$ cat src/rtl/fetch_pkg.sv
// Shared types and constants for the instruction-fetch stage.
package fetch_pkg;

  localparam int INSTR_W = 32;
  localparam int PC_INC  = 4;

  typedef enum logic [1:0] {
    IDLE = 2'd0,
    WAIT = 2'd1,
    DROP = 2'd2
  } fetch_state_t;

endpackage

$ cat src/rtl/fetch_stage_ifid_reg.sv
// Pipeline register with enable and synchronous clear; clear wins over enable.
module ifid_reg #(
  parameter int W = 1
) (
  input  logic         clk,
  input  logic         rst_n,
  input  logic         en,
  input  logic         clr,
  input  logic [W-1:0] d,
  output logic [W-1:0] q
);

  always_ff @(posedge clk or negedge rst_n) begin
    if (!rst_n) begin
      q <= '0;
    end else if (clr) begin
      q <= '0;
    end else if (en) begin
      q <= d;
    end
  end

endmodule

$ cat src/rtl/fetch_stage.sv
// Instruction-fetch stage: PC, imem request FSM, one-entry hold buffer and IF/ID register.
// Handshake: imem_req stays high with a stable imem_addr until a one-cycle imem_ack arrives.
module fetch_stage
  import fetch_pkg::*;
#(
  parameter int          N        = 64,
  parameter logic [N-1:0] RESET_PC = '0
) (
  input  logic               clk,
  input  logic               reset,
  input  logic               stall,
  input  logic               PCSrc,
  input  logic [N-1:0]       PCBranch,
  output logic               imem_req,
  output logic [N-1:0]       imem_addr,
  input  logic               imem_ack,
  input  logic [INSTR_W-1:0] imem_rdata,
  output logic [INSTR_W-1:0] instr_D,
  output logic [N-1:0]       pc_D,
  output logic               valid_D,
  output fetch_state_t       dbg_state
);

  fetch_state_t        state_q, state_d;
  logic [N-1:0]        pc_q, pc_d;
  logic [N-1:0]        req_addr_q, req_addr_d;
  logic                hold_valid_q, hold_valid_d;
  logic [INSTR_W-1:0]  hold_instr_q, hold_instr_d;
  logic [N-1:0]        hold_pc_q, hold_pc_d;

  logic issue;
  logic ack_accept;
  logic ack_direct;
  logic ifid_load;
  logic [INSTR_W+N-1:0] ifid_data_d;
  logic [INSTR_W+N-1:0] ifid_data_q;

  // Only IDLE may start a request, and never while the hold buffer is occupied.
  assign issue      = (state_q == IDLE) && !PCSrc && !hold_valid_q;
  assign ack_accept = (state_q == WAIT) && imem_ack && !PCSrc;
  assign ack_direct = ack_accept && !stall && !hold_valid_q;

  // FSM: state register
  always_ff @(posedge clk or negedge reset) begin
    if (!reset) begin
      state_q <= IDLE;
    end else begin
      state_q <= state_d;
    end
  end

  // FSM: next state
  always_comb begin
    state_d = state_q;
    unique case (state_q)
      IDLE: begin
        if (issue) state_d = WAIT;
      end
      WAIT: begin
        if (PCSrc) state_d = imem_ack ? IDLE : DROP;
        else if (imem_ack) state_d = IDLE;
      end
      DROP: begin
        if (imem_ack) state_d = IDLE;
      end
      default: state_d = IDLE;
    endcase
  end

  // FSM: outputs
  always_comb begin
    imem_req  = (state_q == WAIT) || (state_q == DROP);
    imem_addr = req_addr_q;
    dbg_state = state_q;
  end

  // PC and request address; a redirect always wins, whatever the state.
  always_comb begin
    pc_d       = pc_q;
    req_addr_d = req_addr_q;
    if (PCSrc) begin
      pc_d = PCBranch;
    end else if (issue) begin
      req_addr_d = pc_q;
      pc_d       = pc_q + N'(PC_INC);
    end
  end

  // Hold buffer: catches an accepted word that IF/ID cannot take this cycle.
  always_comb begin
    hold_valid_d = hold_valid_q;
    hold_instr_d = hold_instr_q;
    hold_pc_d    = hold_pc_q;
    if (PCSrc) begin
      hold_valid_d = 1'b0;
    end else if (ack_accept && (stall || hold_valid_q)) begin
      hold_valid_d = 1'b1;
      hold_instr_d = imem_rdata;
      hold_pc_d    = req_addr_q;
    end else if (!stall && hold_valid_q) begin
      hold_valid_d = 1'b0;
    end
  end

  always_ff @(posedge clk or negedge reset) begin
    if (!reset) begin
      pc_q         <= RESET_PC;
      req_addr_q   <= '0;
      hold_valid_q <= 1'b0;
      hold_instr_q <= '0;
      hold_pc_q    <= '0;
    end else begin
      pc_q         <= pc_d;
      req_addr_q   <= req_addr_d;
      hold_valid_q <= hold_valid_d;
      hold_instr_q <= hold_instr_d;
      hold_pc_q    <= hold_pc_d;
    end
  end

  // Buffered word drains ahead of fresh memory data.
  assign ifid_load   = hold_valid_q || ack_direct;
  assign ifid_data_d = hold_valid_q ? {hold_instr_q, hold_pc_q} : {imem_rdata, req_addr_q};

  ifid_reg #(.W(1)) u_ifid_valid (
    .clk   (clk),
    .rst_n (reset),
    .en    (~stall),
    .clr   (PCSrc),
    .d     (ifid_load),
    .q     (valid_D)
  );

  // Payload keeps its last value on bubbles and flushes; only valid_D is cleared.
  ifid_reg #(.W(INSTR_W + N)) u_ifid_data (
    .clk   (clk),
    .rst_n (reset),
    .en    (~stall & ifid_load & ~PCSrc),
    .clr   (1'b0),
    .d     (ifid_data_d),
    .q     (ifid_data_q)
  );

  assign instr_D = ifid_data_q[INSTR_W+N-1:N];
  assign pc_D    = ifid_data_q[N-1:0];

endmodule

$ cat config.mk
export PLATFORM = sky130hd
export DESIGN_NAME = fetch_stage
export DESIGN_NICKNAME = d
export VERILOG_FILES = /design/src/rtl/fetch_pkg.sv /design/src/rtl/fetch_stage_ifid_reg.sv /design/src/rtl/fetch_stage.sv
export SDC_FILE = /design/constraint.sdc
export NUM_CORES = 1
export LEC_CHECK = 0
export ABC_AREA = 1
export BUFFER_PORTS_ARGS = -buffer_cell sky130_fd_sc_hd__buf_2
export CAP_MARGIN = 20
export CORE_MARGIN = 2
export CORE_UTILIZATION = 57
export CTS_BUF_LIST = sky130_fd_sc_hd__clkbuf_16
export CTS_CLUSTER_SIZE = 28
export DETAILED_ROUTE_END_ITERATION = 10
export GPL_TIMING_DRIVEN = 0
export MAX_ROUTING_LAYER = met4
export PLACE_DENSITY = 0.81
export SYNTH_ARGS = -nofsm -noshare
export SYNTH_HDL_FRONTEND = slang
export SYNTH_HIERARCHICAL = 1
export SYNTH_SLANG_ARGS = --single-unit
$ cat constraint.sdc
create_clock -name clk -period 2.1 [get_ports clk]
set_clock_uncertainty 0.1 [all_clocks]
set_input_delay 0.42 -clock clk [delete_from_list [all_inputs] [get_ports clk]]
set_output_delay 0.42 -clock clk [all_outputs]
set_load 0.005 [all_outputs]
**Yosys cells after proc, flatten, opt, wreduce, memory -nomap -nowiden**

Index checks and enable logic that the tools add are counted.

- Output and inout bits: 164
- Input port bits: 101
- Flip-flop bits (word level): 324

- Add/subtract/negate cells: 1
- Mux-type cells: 13
- Bitwise gates (word level): 4
- Equal/unequal tests: 4
- Reductions and logical operators: 19

Operators by type and width:

| operator | number |
|---|---|
| 64-bit 2-to-1 mux | 2 |
| 96-bit 2-to-1 mux | 1 |
| 64-bit by 3-bit adder with 64-bit output, second input constant | 1 |
| 1-bit logical AND | 8 |
| 2-bit 2-to-1 mux | 4 |
| 2-bit one-hot mux with 3 select lines | 1 |
| 1-bit 2-to-1 mux | 5 |
| 2-bit AND reduction | 2 |
| 1-bit zero test | 3 |
| 1-bit logical OR | 3 |
| 3-bit nonzero test | 1 |
| 1-bit AND | 2 |
| 2-bit by 1-bit == test with 1-bit output, second input constant | 1 |
| 2-bit == test, second input constant | 1 |
| 2-bit zero test | 1 |
| 2-bit by 1-bit inequality test with 1-bit output, second input constant | 1 |
| 2-bit inequality test, second input constant | 1 |
| 1-bit NOT | 2 |
| 2-bit nonzero test | 1 |

**Longest topological paths before layout**

Gate-level depths: netlist of run 1.

- Word-level depth: 8
- Gate-level depth with buffers: 12

**Hierarchy**

Netlist of run 1, hierarchy kept.

Modules (own cells, without submodules):

| module | sequential area each (sq um) | times used | area each (sq um) | cells each |
|---|---|---|---|---|
| fetch_stage | 5,680.4 | 1 | 11,949.0 | 1,617 |
| ifid_reg at u_ifid_data | 2,402.3 | 1 | 3,779.9 | 417 |
| ifid_reg at u_ifid_valid | 25.0 | 1 | 45.0 | 6 |

**Least setup slack after synthesis of run 1**

Ideal clock, no wire load.

- Path type: in2reg
- Start point: input port PCSrc
- End point: register u_ifid_data.q[92]
- Arrival time: 1.902 ns
- Data required time: 1.935 ns
- Stages on the path: 10
- Path buffers: 6
- Slack: 0.033 ns
- Cell sequence: buf_2 -> clkbuf_1 -> clkbuf_1 -> nor3_1 -> buf_4 -> nor2_4 -> buf_4 -> buf_4 -> nand2_1 -> nand2_1

- Cells in the longest elaborated chain, start to end: 7

Ends and longest elaborated chain:

| what | line | source |
|---|---|---|
| start, declared | fetch_stage.sv:12 | `input logic PCSrc,` |
| 1-bit zero test | fetch_stage.sv:40 | `assign ack_accept = (state_q == WAIT) && imem_ack && !PCSrc;` |
| 1-bit logical AND | fetch_stage.sv:40 |  |
| 1-bit logical AND (2 in series) | fetch_stage.sv:41 | `assign ack_direct = ack_accept && !stall && !hold_valid_q;` |
| 1-bit logical OR | fetch_stage.sv:122 | `assign ifid_load = hold_valid_q \|\| ack_direct;` |
| 1-bit AND | fetch_stage.sv:138 | `.en (~stall & ifid_load & ~PCSrc),` |
| 1-bit AND * | fetch_stage.sv:138 |  |
| end signal, assigned | fetch_stage_ifid_reg.sv:15 | `q <= '0;` |
| end signal, assigned | fetch_stage_ifid_reg.sv:17 | `q <= '0;` |
| end signal, assigned | fetch_stage_ifid_reg.sv:19 | `q <= d;` |
| end, declared | fetch_stage_ifid_reg.sv:10 | `output logic [W-1:0] q` |

Mark *: on every way between the ends. The rest lies on a longest branch, timed or not.
A chain may end at the register's enable or synchronous reset.

**Worst setup path in the final report of run 1**

- Start point: register state_q[1] (netlist: dbg_state[1])
- End point: register u_ifid_data.q[87]

- Cells in the longest elaborated chain, start to end: 8

Ends and longest elaborated chain:

| what | line | source |
|---|---|---|
| start, declared | fetch_stage.sv:24 | `fetch_state_t state_q, state_d;` |
| start signal, assigned | fetch_stage.sv:48 | `state_q <= state_d;` |
| 2-bit by 1-bit == test with 1-bit output | fetch_stage.sv:40 |  |
| 1-bit logical AND (2 in series) | fetch_stage.sv:40 |  |
| 1-bit logical AND (2 in series) | fetch_stage.sv:41 |  |
| 1-bit logical OR | fetch_stage.sv:122 |  |
| 1-bit AND (2 in series) | fetch_stage.sv:138 |  |

No other way between the ends.

==> flow_summary.yaml, run 1 <==
run_status:
  outcome: "complete, but fails checks"
  violations: "negative setup slack"
clocking:
  clk_latency_ns: 0.53
  htreeDepth: 2
  clkTransAtPathRegs_ns: 0.06
  cts_tree: "done"
  cts_buffer_depth: 3
  cts.sinks: 324
  clockRootBuffer: "clkbuf_16"
  cts_buffers: 35
yosys:
  synth.top_cells.by_area: "dfrtp_1 (51%), nand2_1 (16%), o21ai_0 (8.4%)"
  synth.ff_latch_count: 324
  syn_area_um2: 15770
  synth_edf_count: 0
  synth.most_common_cell: "nand2_1"
  yosys-top-cells-count: "nand2_1 (690), dfrtp_1 (324), o21ai_0 (265), inv_1 (184), nand3_1 (160)"
  ys_seq_area_share_pct: 51.40
  syn_area_per_cell_um2: 7.732
  synth_ff_type: "dfrtp_1"
  yosysWarnings: 6
  yosys.cell_types.count: 41
  synth-async-reset-ratio_pct: 100.0
  yosysTopAreaCellShare_pct: 51.40
  yosysTopAreaCell: "dfrtp_1"
  syn_inst: 2040
min_path:
  whs_path_depth: 3
  min_to: "pc_q[18]"
  worstHoldStart: "PCBranch[18]"
  min_path_type: "input port to flip-flop"
grt:
  grt_pass1_wl_um: 83210
  grt_max_degree: 118
  grt_pass1_vias: 15150
  track_usage_pct: 38.83
  antenna_found_initial: 2
  globalRouteOverflowTotal: 0
routing:
  dr.pass1.iters: 5
  detail-route-antenna-nets: 0
  drt-vias-per-instance: 5.777
  wl_per_cell_um: 20.33
  vias: 15720
  drtIter0Drc: 1749
  route.final.wire_length_um: 55340
  drc: 0
sta:
  whs_ns: 0.008707
  max_slew_margin_pct: 35.51
  setup_ws_ns: -0.04952
  post-route-period-util_pct: 102.4
  fin_crit_ns: 2.150
  fmax_mhz: 465.2
  worst_pin_slew_ns: 0.9674
  hold_viol: 0
  fin_setup_tns_ns: -0.9100
  finalMaxSlewViolations: 0
  setup_violations: 55
final_layout:
  fillers: 2158
  fin_nets: 2461
  drive_gt1_share_pct: 19.71
  syn_to_final_growth_pct: 21.16
critical_path:
  r2r-start: "dbg_state[1]"
  path_max_fanout: 10
  cp-end-kind: "flip-flop"
  worstReg2RegEnd: "u_ifid_data/q[87]"
  path_class: "flip-flop to flip-flop"
  setup.worst_path.start_class: "flip-flop"
  reg2reg_slack_ns: -0.05
  required_ns: 2.40
  cp.arrival_ns: 2.45
  rr_worst_depth: 12
floorplanning:
  die_w_um: 170.4
  core_area_um2: 27030
  die_y_um: 170.4
  num_rows: 60
  start_util_pct: 58.37
  dieArea_um2: 29020
  num_io_pins: 265
power_and_ir_drop:
  swShare_pct: 39.76
  power_density_nw_per_um2: 1246
  p_sw_uw: 9466
  pwr-share-seq_pct: 42.0
  p_int_uw: 14340
  pwr-share-clk_pct: 25.7
  pwr-share-comb_pct: 32.4
  peakVddDrop_v: 0.0007268
  leakage_uw: 0.009984
run:
  max_cap_viol_count: 0
placement:
  port_buffers: 264
  dpl.hpwl_um: 41190
  place_congestion: 0.9928
## flip-flops by register name, indices dropped and copies added, names as in the netlist
name            cells
dbg_state           2
hold_instr_q       32
hold_pc_q          64
hold_valid_q        1
imem_addr          64
pc_q               64
u_ifid_data/q      96
u_ifid_valid/q      1
## power groups by stage
stage                     clock [uW]  sequential [uW]  combinational (uW)
after global routing            6330            10200                8470
after global placement             0             9890                6760
after CTS                       6130             9870                7260
after floorplan                    0             9480                4100
after detailed placement           0             9940                7040
final                           6110            10000                7700
## final cells by class
type,count,area [um2],area share (%)
clock inverters,27,234.0,1.224
multi-input cells,1421,6561,34.33
repair buffers,281,1534,8.026
diodes,1,2.502,0.01309
clock buffers,35,875.8,4.583
inverters,188,708.2,3.705
plain buffers,104,656.9,3.437
flip-flops and latches,324,8113,42.45
well taps,341,426.7,2.232
## per-stage QoR
| stage | area (um2) | instances | power (uW) | util (%) | worst slack, ns |
|---|---|---|---|---|---|
| after floorplan | 15780 | 2041 | 13580 | - | 0.03300 |
| after global placement | 17530 | 2646 | 16650 | 64.85 | -5.471 |
| after detailed placement | 17620 | 2649 | 16980 | 65.19 | -1.187 |
| after CTS | 18870 | 2715 | 23260 | 69.82 | -0.06355 |
| after global routing | 19110 | 2722 | 24980 | 70.72 | -0.1072 |
| final | 19110 | 2722 | 23810 | 70.72 | -0.04952 |
## worst max-delay path: stages, from the launching register on
cell	delay, ns
dfrtp_1	0.40
inv_2	0.10
ha_4	0.13
nand2_1	0.09
nor2_4	0.16
a21oi_2	0.08
nor3_1	0.22
buf_4	0.24
nor2_4	0.08
buf_8	0.15
buf_6	0.14
nand2_1	0.07
nand2_1	0.07
## placed cells by master, fill, tap and decap left out, drive strengths merged, types with 3 or more instances in the layout
cell | Yosys | final
a31oi | 5 | 5
o211ai | 7 | 7
buf | 57 | 333
nand3 | 161 | 161
clkinv | 0 | 14
dfrtp | 324 | 324
o21bai | 5 | 5
o2111ai | 7 | 7
o21ai | 271 | 271
bufinv | 0 | 4
o221ai | 5 | 5
nand4 | 28 | 28
nand2 | 700 | 700
nand3b | 3 | 3
o31ai | 3 | 3
nor2 | 164 | 165
xor2 | 11 | 11
a22o | 4 | 4
clkbuf | 52 | 86
nor3 | 4 | 4
ha | 5 | 5
a21oi | 28 | 28
inv | 188 | 197
## worst max-delay path by stage
| stage | slack, ns | start | endpoint | cells after the start |
|---|---|---|---|---|
| floorplan | 0.03 | PCSrc | u_ifid_data/q[92] | 10 |
| global placement | -5.47 | reset | imem_addr[47] | 1 |
| detailed placement | -1.19 | PCSrc | u_ifid_data/q[85] | 11 |
| CTS | -0.06 | dbg_state[0] | dbg_state[1] | 10 |
| global route | -0.11 | dbg_state[1] | u_ifid_data/q[25] | 12 |
| finish | -0.05 | dbg_state[1] | u_ifid_data/q[87] | 12 |
## cells by family after synthesis
logic type                 Yosys count  share of synthesized area, %
and+or+nand+nor                   1063                         28.35
AOI/OAI and AO/OA                  339                         11.47
DFF                                324                         51.40
buffers and inverters              297                         7.750
xor gates and xnor gates            11                        0.6108
adders and majority gates            5                        0.3966
other                                1                       0.02377
## what timing repair did
item                                    CTS  global route
hold endpoints to repair                 57             0
cloned                                    0             1
endpoints found under the setup margin  228           288
pin swaps                                 2             5
gates resized for setup                  37            82
buffers inserted                          6             7
hold buffers                              1             0
## per-layer routing
layer / track usage, % / share of wire (%)
met4: 15.05 / 3.9
met2: 61.19 / 46
met5: - / 0
met3: 5.907 / 9.0
met1: 51.05 / 41
Power figures use the tool's default switching activity.
==> inputs of run 2 (changes only) <==
--- a/config.mk
+++ b/config.mk
@@ -9,13 +9,13 @@
 export BUFFER_PORTS_ARGS = -buffer_cell sky130_fd_sc_hd__buf_2
 export CAP_MARGIN = 20
 export CORE_MARGIN = 2
-export CORE_UTILIZATION = 57
+export CORE_UTILIZATION = 51
 export CTS_BUF_LIST = sky130_fd_sc_hd__clkbuf_16
 export CTS_CLUSTER_SIZE = 28
 export DETAILED_ROUTE_END_ITERATION = 10
 export GPL_TIMING_DRIVEN = 0
 export MAX_ROUTING_LAYER = met4
-export PLACE_DENSITY = 0.81
+export PLACE_DENSITY = 0.76
 export SYNTH_ARGS = -nofsm -noshare
 export SYNTH_HDL_FRONTEND = slang
 export SYNTH_HIERARCHICAL = 1
==> constraint.sdc (replaced) <==
create_clock -name clk -period 1.9 [get_ports clk]
set_clock_uncertainty 0.1 [all_clocks]
set_input_delay 0.38 -clock clk [delete_from_list [all_inputs] [get_ports clk]]
set_output_delay 0.38 -clock clk [all_outputs]
set_load 0.005 [all_outputs]
==> run 2 against run 1 <==
  * Final cell count grew 3.7%
  * Power grew 14%
  * Register-to-register slack got worse by 0.08 ns
  * Final area grew 6.4%
  * The flow finishes with violations (negative hold slack, negative setup slack)
  * First-iteration DRC count down 4.6%
  * Via count grew 0.80%
  * Clock power grew 10%
  * Global-route usage shrank 4.6 points
  * Combinational power grew 20%
  * Clock-buffer cell count up 1
  * Utilization is 4.0 points lower
  * Non-clock buffer count up 45
==> flow_summary.yaml, run 2 (synthesis results as in run 1) <==
run_status:
  outcome: "complete, but fails checks"
  violations: "negative hold slack, negative setup slack"
routing:
  vias: 15850
  dr_wl_met2_um: 25390
  wl_met1_um: 22530
  dr.pass1.iters: 7
  drc: 0
  detail-route-antenna-nets: 0
  wl_per_cell_um: 19.84
  route.final.wire_length_um: 56020
  wl_met3_um: 5126
  routed.top_layer: "met4"
  drtIter0Drc: 1668
  drt-vias-per-instance: 5.613
grt:
  track_usage_pct: 34.19
  grt_max_degree: 116
  antenna_found_initial: 1
  grt_pass1_wl_um: 83970
  globalRouteOverflowTotal: 0
  grt_pass1_vias: 15050
power_and_ir_drop:
  leakage_uw: 0.01050
  power_uw: 27070
  power_density_nw_per_um2: 1331
  peakVddDrop_v: 0.0008087
placement:
  dpl.hpwl_um: 40260
  place_congestion: 0.9936
  pre_cts_ws_ns: -0.9053
  port_buffers: 264
critical_path:
  path_class: "input port to flip-flop"
  cp.arrival_ns: 2.39
  setup.worst_path.start_class: "input port"
  path_max_fanout: 10
  cpMaxStageDelayCell: "clkbuf_4"
  r2r-start: "dbg_state[1]"
  worstReg2RegEnd: "u_ifid_data/q[15]"
  required_ns: 2.26
  rr_worst_depth: 12
  slowest_delay_ns: 0.36
  reg2reg_slack_ns: -0.13
  cp-end-kind: "flip-flop"
  crit_chain: "buf_2 -> buf_2 -> clkbuf_4 -> clkbuf_4 -> nor3_2 -> buf_6 -> nor2_4 -> buf_8 -> clkbuf_16 -> nand2_4 -> nand2_2"
final_layout:
  drive_gt1_share_pct: 26.58
  syn_to_final_growth_pct: 28.95
  final_common_cell: "nand2_1"
  largest_register_ffs: 96
  top_register: "u_ifid_data/q"
  fin_nets: 2507
  final_cell_mix: "nand2_1 (605), dfrtp_1 (305), buf_2 (289), o21ai_0 (243), inv_1 (186)"
sta:
  whs_ns: -0.2249
  hold_viol: 104
  fmax_mhz: 491.6
  post-route-period-util_pct: 107.1
  fin_crit_ns: 2.034
  rsz0062_at_grt: "true"
  finalMaxSlewViolations: 0
  worst_pin_slew_ns: 0.8811
  setup_violations: 101
  max_slew_margin_pct: 41.26
  setup_ws_ns: -0.1340
floorplanning:
  die_y_um: 179.9
  start_util_pct: 51.70
  num_io_pins: 265
  core_area_um2: 30510
  dieArea_um2: 32350
  die_w_um: 179.9
  num_rows: 64
clocking:
  clockRootBuffer: "clkbuf_16"
  cts_tree: "done"
  cts_buffer_depth: 3
  cts_hold_buf: 13
  cts_buffers: 36
  cts.sinks: 324
  htreeDepth: 2
  clk_latency_ns: 0.52
  clkTransAtPathRegs_ns: 0.06
min_path:
  min_path_type: "input port to async pin"
run:
  max_cap_viol_count: 0
## run 2: final cells by class
type | instances | area [um2]
repair buffers | 323 | 2003
clock inverters | 28 | 219.0
repair inverters | 1 | 5.005
diodes | 1 | 2.502
plain buffers | 107 | 795.8
multi-input cells | 1420 | 7077
inverters | 188 | 710.7
flip-flops and latches | 324 | 8132
clock buffers | 36 | 900.9
fillers | 2549 | 10170
well taps | 396 | 495.5
## run 2: stage by stage
step / setup TNS, ns / instances / utilization (%) / hold slack, ns / instance area (um2)
finish: -9.597 / 2824 / 66.67 / -0.2249 / 20340
floorplan: 0 / 2041 / - / -0.01559 / 15780
CTS: -6.165 / 2793 / 63.22 / -0.1893 / 19290
global route: -20.35 / 2824 / 66.67 / -0.1446 / 20340
detailed placement: -150.71 / 2703 / 57.89 / 0.3540 / 17660
global placement: -1986.36 / 2701 / 57.68 / 0.3498 / 17600
## run 2: what timing repair did
| action | 4_1_cts | 5_1_grt |
|---|---|---|
| endpoints found under the hold margin | 117 | 104 |
| setup endpoints to repair | 309 | 318 |
| pin swaps | 7 | 17 |
| setup buffers | 14 | 22 |
| gates resized for setup | 104 | 257 |
| gates cloned | 0 | 9 |
## run 2: worst max-delay path: cells and delay by family
family,cells,cell delay [ns]
and+or+nand+nor,4,0.40
buffers and inverters,7,1.58
## run 2: per-layer routing
metal,vias to the layer above,GRT usage (%)
li1,7268,-
met1,7533,45.22
met2,864,51.52
met3,185,6.321
met4,0,15.54
met5,-,-
## run 2: worst max-delay path by stage
stage | startpoint | endpoint | cells after the start
2_1_floorplan | PCSrc | u_ifid_data/q[53] | 10
3_3_place_gp | reset | imem_addr[37] | 1
3_5_place_dp | PCSrc | u_ifid_data/q[62] | 11
4_1_cts | dbg_state[1] | u_ifid_data/q[68] | 12
5_1_grt | dbg_state[1] | u_ifid_data/q[23] | 12
6_report | PCSrc | u_ifid_data/q[15] | 11
## run 2: report_power, final
part	internal, uW	switching [uW]	total [uW]
clock	3870	2880	6750
combinational	3350	5900	9240
sequential	9100	1970	11100
total	16300	10800	27100
